### src/rtl/riscv_pkg.sv
// Shared rv32i datapath definitions: widths, common word/address types, ALU op encodings.
package riscv_pkg;
  localparam int XLEN       = 32;
  localparam int NUM_REGS   = 32;
  localparam int REG_ADDR_W = 5;

  typedef logic [XLEN-1:0]       word_t;
  typedef logic [REG_ADDR_W-1:0] reg_addr_t;

  localparam logic [3:0] ALU_AND = 4'b0000;
  localparam logic [3:0] ALU_OR  = 4'b0001;
  localparam logic [3:0] ALU_ADD = 4'b0010;
  localparam logic [3:0] ALU_SUB = 4'b0110;
endpackage

### src/rtl/reg_file.sv
// rv32i integer register file: two combinational read ports, one synchronous write port,
// x0 hardwired to zero, optional same-cycle write-through bypass.
module reg_file #(
  parameter int XLEN          = riscv_pkg::XLEN,
  parameter int NUM_REGS      = riscv_pkg::NUM_REGS,
  parameter bit WRITE_THROUGH = 1'b0,
  localparam int AW           = $clog2(NUM_REGS)
) (
  input  logic            clk,
  input  logic            rst_n,
  input  logic [AW-1:0]   rd_addr_1,
  input  logic [AW-1:0]   rd_addr_2,
  output logic [XLEN-1:0] rd_data_1,
  output logic [XLEN-1:0] rd_data_2,
  input  logic            wr_en,
  input  logic [AW-1:0]   wr_addr,
  input  logic [XLEN-1:0] wr_data
);
  import riscv_pkg::*;

  logic [XLEN-1:0] regs_q [NUM_REGS];
  logic            wr_fire;

  // Entry 0 is cleared on reset and never written, so it stays zero.
  assign wr_fire = wr_en && (wr_addr != '0);

  always_ff @(posedge clk) begin
    if (!rst_n) begin
      for (int i = 0; i < NUM_REGS; i++) regs_q[i] <= '0;
    end else if (wr_fire) begin
      regs_q[wr_addr] <= wr_data;
    end
  end

  // Bypass only when the write will actually land on this edge (not under reset).
  function automatic logic [XLEN-1:0] rd_port(input logic [AW-1:0] addr);
    logic [XLEN-1:0] val;
    val = regs_q[addr];
    if (WRITE_THROUGH && rst_n && wr_fire && (wr_addr == addr)) val = wr_data;
    if (addr == '0) val = '0;
    return val;
  endfunction

  always_comb begin
    rd_data_1 = rd_port(rd_addr_1);
    rd_data_2 = rd_port(rd_addr_2);
  end
endmodule

### config.mk
export PLATFORM = sky130hd
export DESIGN_NAME = reg_file
export DESIGN_NICKNAME = d
export VERILOG_FILES = /design/src/rtl/riscv_pkg.sv /design/src/rtl/reg_file.sv
export SDC_FILE = /design/constraint.sdc
export NUM_CORES = 2
export LEC_CHECK = 0
export BUFFER_PORTS_ARGS = -buffer_cell sky130_fd_sc_hd__buf_4
export CORE_MARGIN = 8
export CORE_UTILIZATION = 37
export CTS_BUF_LIST = sky130_fd_sc_hd__clkbuf_8
export DETAILED_ROUTE_END_ITERATION = 10
export PLACE_DENSITY_LB_ADDON = 0.3
export SETUP_SLACK_MARGIN = 0.05
export SKIP_LAST_GASP = 1
export SLEW_MARGIN = 5
export SYNTH_ARGS = -nofsm -noshare
export SYNTH_HDL_FRONTEND = slang
export SYNTH_SLANG_ARGS = --single-unit
### constraint.sdc
create_clock -name clk -period 5.2 [get_ports clk]
set_input_delay 0.26 -clock clk [delete_from_list [all_inputs] [get_ports clk]]
set_output_delay 0.26 -clock clk [all_outputs]
set_load 0.005 [all_outputs]
Word-level counts from Yosys, hierarchy flattened:

Memories as Yosys holds them, arrays and structs flattened.
Index checks and enable logic that the tools add are counted.

* memory bits (writable): 1024
* register bits: 0
* logic and storage cells: 15
* ROM bits: 0
* memories kept: 1
* bits of input ports: 50
* output and inout bits: 64
* latch bits: 0

* multiplexer cells: 9
* shift-type cells: 0
* $add $sub $neg: 0
* equality and inequality tests: 0
* magnitude comparators: 0
* bitwise operators: 0
* div/mod/pow operators: 0
* reductions and logical operators: 5
* $mul: 0

Memories
* regs_q: depth 32, width 32, rd ports 2, clocked after memory_dff 0, wr ports 32, line reg_file.sv:21 `logic [XLEN-1:0] regs_q [NUM_REGS];`

Operators with widths (number)
* $mux W32: 3
* $reduce_or A32 Y1: 1
* $logic_not A5 Y1: 2
* $mux W1: 5
* $mux W5: 1
* $reduce_bool A5 Y1: 1
* $logic_and A1 B1 Y1: 1

Logic depth before layout (Yosys ltp):

* depth in word-level cells: 7
* depth in mapped cells: 9
* gate-level depth less buffers: 4

Worst setup path after synthesis:

OpenSTA, ideal clock, no wires.

* path kind: input-to-reg
* from: in rst_n
* to: mem regs_q[24][0] (enable)
* stages: 5
* data arrival time: 3.330 ns
* path slack: 1.404 ns
* setup time: 0.466 ns
* data required time: 4.734 ns
* path buffers: 2
* path through: buf_2 nand2_1 or3_1 clkbuf_1 o21ai_0

RTL lines
* start, declared: line reg_file.sv:10 `input logic rst_n,`
* end, declared: line reg_file.sv:21

Final worst setup path:

* from: in rd_addr_1[2]
* to: out rd_data_1[5]

* cells in the longest elaborated chain, start to end: 2

Ends and longest elaborated chain
* start, declared: line reg_file.sv:11 `input logic [AW-1:0] rd_addr_1,`
* $mem_v2 Z32 W32 / $logic_not A5 Y1 (equally long branches)
* $mux W32 *: line reg_file.sv:40 `if (addr == '0) val = '0;`
* end, declared: line reg_file.sv:13 `output logic [XLEN-1:0] rd_data_1,`

Every way passes the cells marked *; elsewhere a longest branch is shown, timed or not.

==> impl_metrics.tcl <==
set metrics [dict create \
    fin_cells 5659 \
    fin_crit_sh 0.7668 \
    slew_viol_final 0 \
    ant_nets 0 \
    rows 140 \
    post_cts_resize_count 0 \
    finalSetupTns_ns 0 \
    grt_antenna_before_repair 11 \
    first_pass_iters 5 \
    drtIter0Drc 4313 \
    die_w_um 398.9 \
    maxCapViolCount 0 \
    start_kind "primary input" \
    reg_top3 "regs_q x1024" \
    max_slew_margin 0.04263 \
    synth-seq-cells 1024 \
    dp_cells 5323 \
    rsz0062_at_grt "no" \
    setup_violations 0 \
    synth_top_flop_cell "edfxtp_1" \
    crit_start "rd_addr_1[2]" \
    required_ns 4.94 \
    ctsRootBufferMaster "clkbuf_8" \
    mostFrequentLayoutCells "edfxtp_1 (1,024), and2_1 (994), mux4_2 (472), buf_4 (243), clkbuf_8 (176)" \
    vias 34190 \
    total_power_mw 18.95 \
    cts_sinks 1024 \
    synth_edf_count 1024 \
    clkTransAtPathRegs_ns 0.06 \
    synthToLayoutAreaGrowth_pct 12.29 \
    grt_max_degree 75 \
    hold_path.class "primary input to flip-flop" \
    cp.arrival_ns 3.73 \
    grt_first_pass_wirelength_um 257800 \
    utilization 0.4184 \
    clk_path_buf_depth 3 \
    ys_seq_area_frac 0.5670 \
    finalNetCount 3658 \
    grt_pass1_vias 34120 \
    gp_congestion 0.8729 \
    max_freq_mhz 250.8 \
    start_util 0.3726 \
    port_buffers 113 \
    status "completed" \
    cts_setup_buffers 0 \
    synthCells 3507 \
    die_y_um 398.9 \
    leakagePower_nw 20.83 \
    cts_buffers 168 \
    track_usage 0.2270 \
    powerDensity_nw_per_um2 311.2 \
    min_from "rst_n" \
    final_common_cell "edfxtp_1" \
    period_minus_slack_ns 3.987 \
    drc 0 \
    async_flop_share 0 \
    worstMarginPinSlew_ns 1.436 \
    routed_via_density 6.041 \
    io_pins 114 \
    largest_reg_flops 1024 \
    core_area_sq_um 145600 \
    crit_type "primary input to output pin" \
    wl_um 183900 \
    finalHoldViolCount 0 \
    wl_per_cell_um 32.49 \
    largest-register "regs_q" \
    crit_fanout 60 \
    cts-htree-levels 4 \
    drive_gt1_frac 0.2781 \
    ys_warn_count 0 \
    synth_area_per_cell_sq_um 15.46 \
    synthDistinctLibCells 45 \
    synth_top_area_share 0.5670 \
    synthTopCellsByArea "edfxtp_1 (57%), mux4_2 (20%), and2_1 (11%), mux2i_1 (2.8%), clkbuf_1 (1.9%)" \
    synth_area_sq_um 54230 \
    ir_worst_vdd_mv 0.2695 \
    cp-end-kind "output pin" \
    die_area_sq_um 159100 \
    hpwl_um 112100 \
    grt_overflow 0 \
    yosysTopAreaCell "edfxtp_1" \
    cts_tree "built" \
]
-- cells by family after synthesis --
kind of cell | after synthesis | synth area share
mux | 652 | 0.2299
other cells | 1 | 0.00006915
flops | 1024 | 0.5670
simple gates | 1148 | 0.1297
buf+inv | 392 | 0.03410
compound gates | 290 | 0.03918
-- final timing paths --
check                    endpoint  slack (ns)  cells past startpoint
max                  rd_data_1[5]        1.21                      7
min    regs_q[0][7]$_SDFFCE_PN0P_        0.26                      3
-- cell usage after synthesis (2+ instances only) --
| cell | n |
|---|---|
| or3b_2 | 3 |
| nand2_1 | 9 |
| nand2b_1 | 5 |
| clkbuf_1 | 274 |
| edfxtp_1 | 1024 |
| a221o_1 | 2 |
| buf_6 | 22 |
| mux4_2 | 472 |
| or3_1 | 3 |
| buf_2 | 31 |
| a22o_1 | 51 |
| mux2_2 | 30 |
| a221oi_1 | 4 |
| a32o_1 | 4 |
| o22ai_1 | 103 |
| a2111oi_1 | 32 |
| and3_1 | 3 |
| a22oi_1 | 16 |
| a211oi_1 | 7 |
| nor2b_1 | 14 |
| nand3b_1 | 5 |
| nor4b_1 | 2 |
| nor3_1 | 54 |
| nor4_1 | 5 |
| inv_1 | 3 |
| nand4b_1 | 2 |
| o21ai_0 | 35 |
| and2_1 | 995 |
| nor2_1 | 37 |
| nand3_1 | 5 |
| a21oi_1 | 12 |
| a2111oi_0 | 23 |
| buf_1 | 15 |
| mux2i_1 | 150 |
| buf_4 | 45 |
-- routing by layer --
metal  track usage  routed length [um]  up-vias
met1        0.3142               74190    17840
met5             0                  15        -
met4       0.08140                6302        4
li1              -                   -    13820
met3       0.04496               18350      356
met2        0.3566               85020     2170
-- final cells by class --
class | instances | area [sq um]
clock inverters | 120 | 614.3
multi-input cells | 2122 | 22300
diodes | 9 | 22.52
well taps | 1917 | 2399
repair buffers | 289 | 2395
fillers | 12900 | 84670
inverters | 3 | 11.26
clock buffers | 175 | 2409
flip-flops and latches | 1024 | 30750
-- worst max-delay path: stages --
cell and delay, ns:
buf_6 0.54, or3b_2 0.97, buf_4 0.34, o22ai_1 0.09
a2111oi_0 0.87, nor3_1 0.32, buf_4 0.24
-- through the flow --
step / instance area [sq um] / hold WS, ns / worst slack, ns
2_1_floorplan: 54350 / 0.4582 / 1.404
3_3_place_gp: 57530 / 0.7835 / 1.310
3_5_place_dp: 57530 / 0.7950 / 1.168
4_1_cts: 60880 / 0.1348 / 1.162
5_1_grt: 60880 / 0.2105 / 1.221
6_report: 60900 / 0.2567 / 1.213
-- report_power, final --
part           internal [mW]  leakage [nW]  switching (mW)
combinational           1.05          9.37            1.40
sequential              9.54          9.75           0.243
clock                   3.34          1.70            3.37
total                   13.9          20.8            5.01
-- timing repair --
| action | 4_1_cts | 5_1_grt |
|---|---|---|
| endpoints found under the hold margin | 992 | 0 |
| setup endpoints to repair | 0 | 0 |
| hold buffers | 32 | 0 |
(Power assumes the default switching activity.)
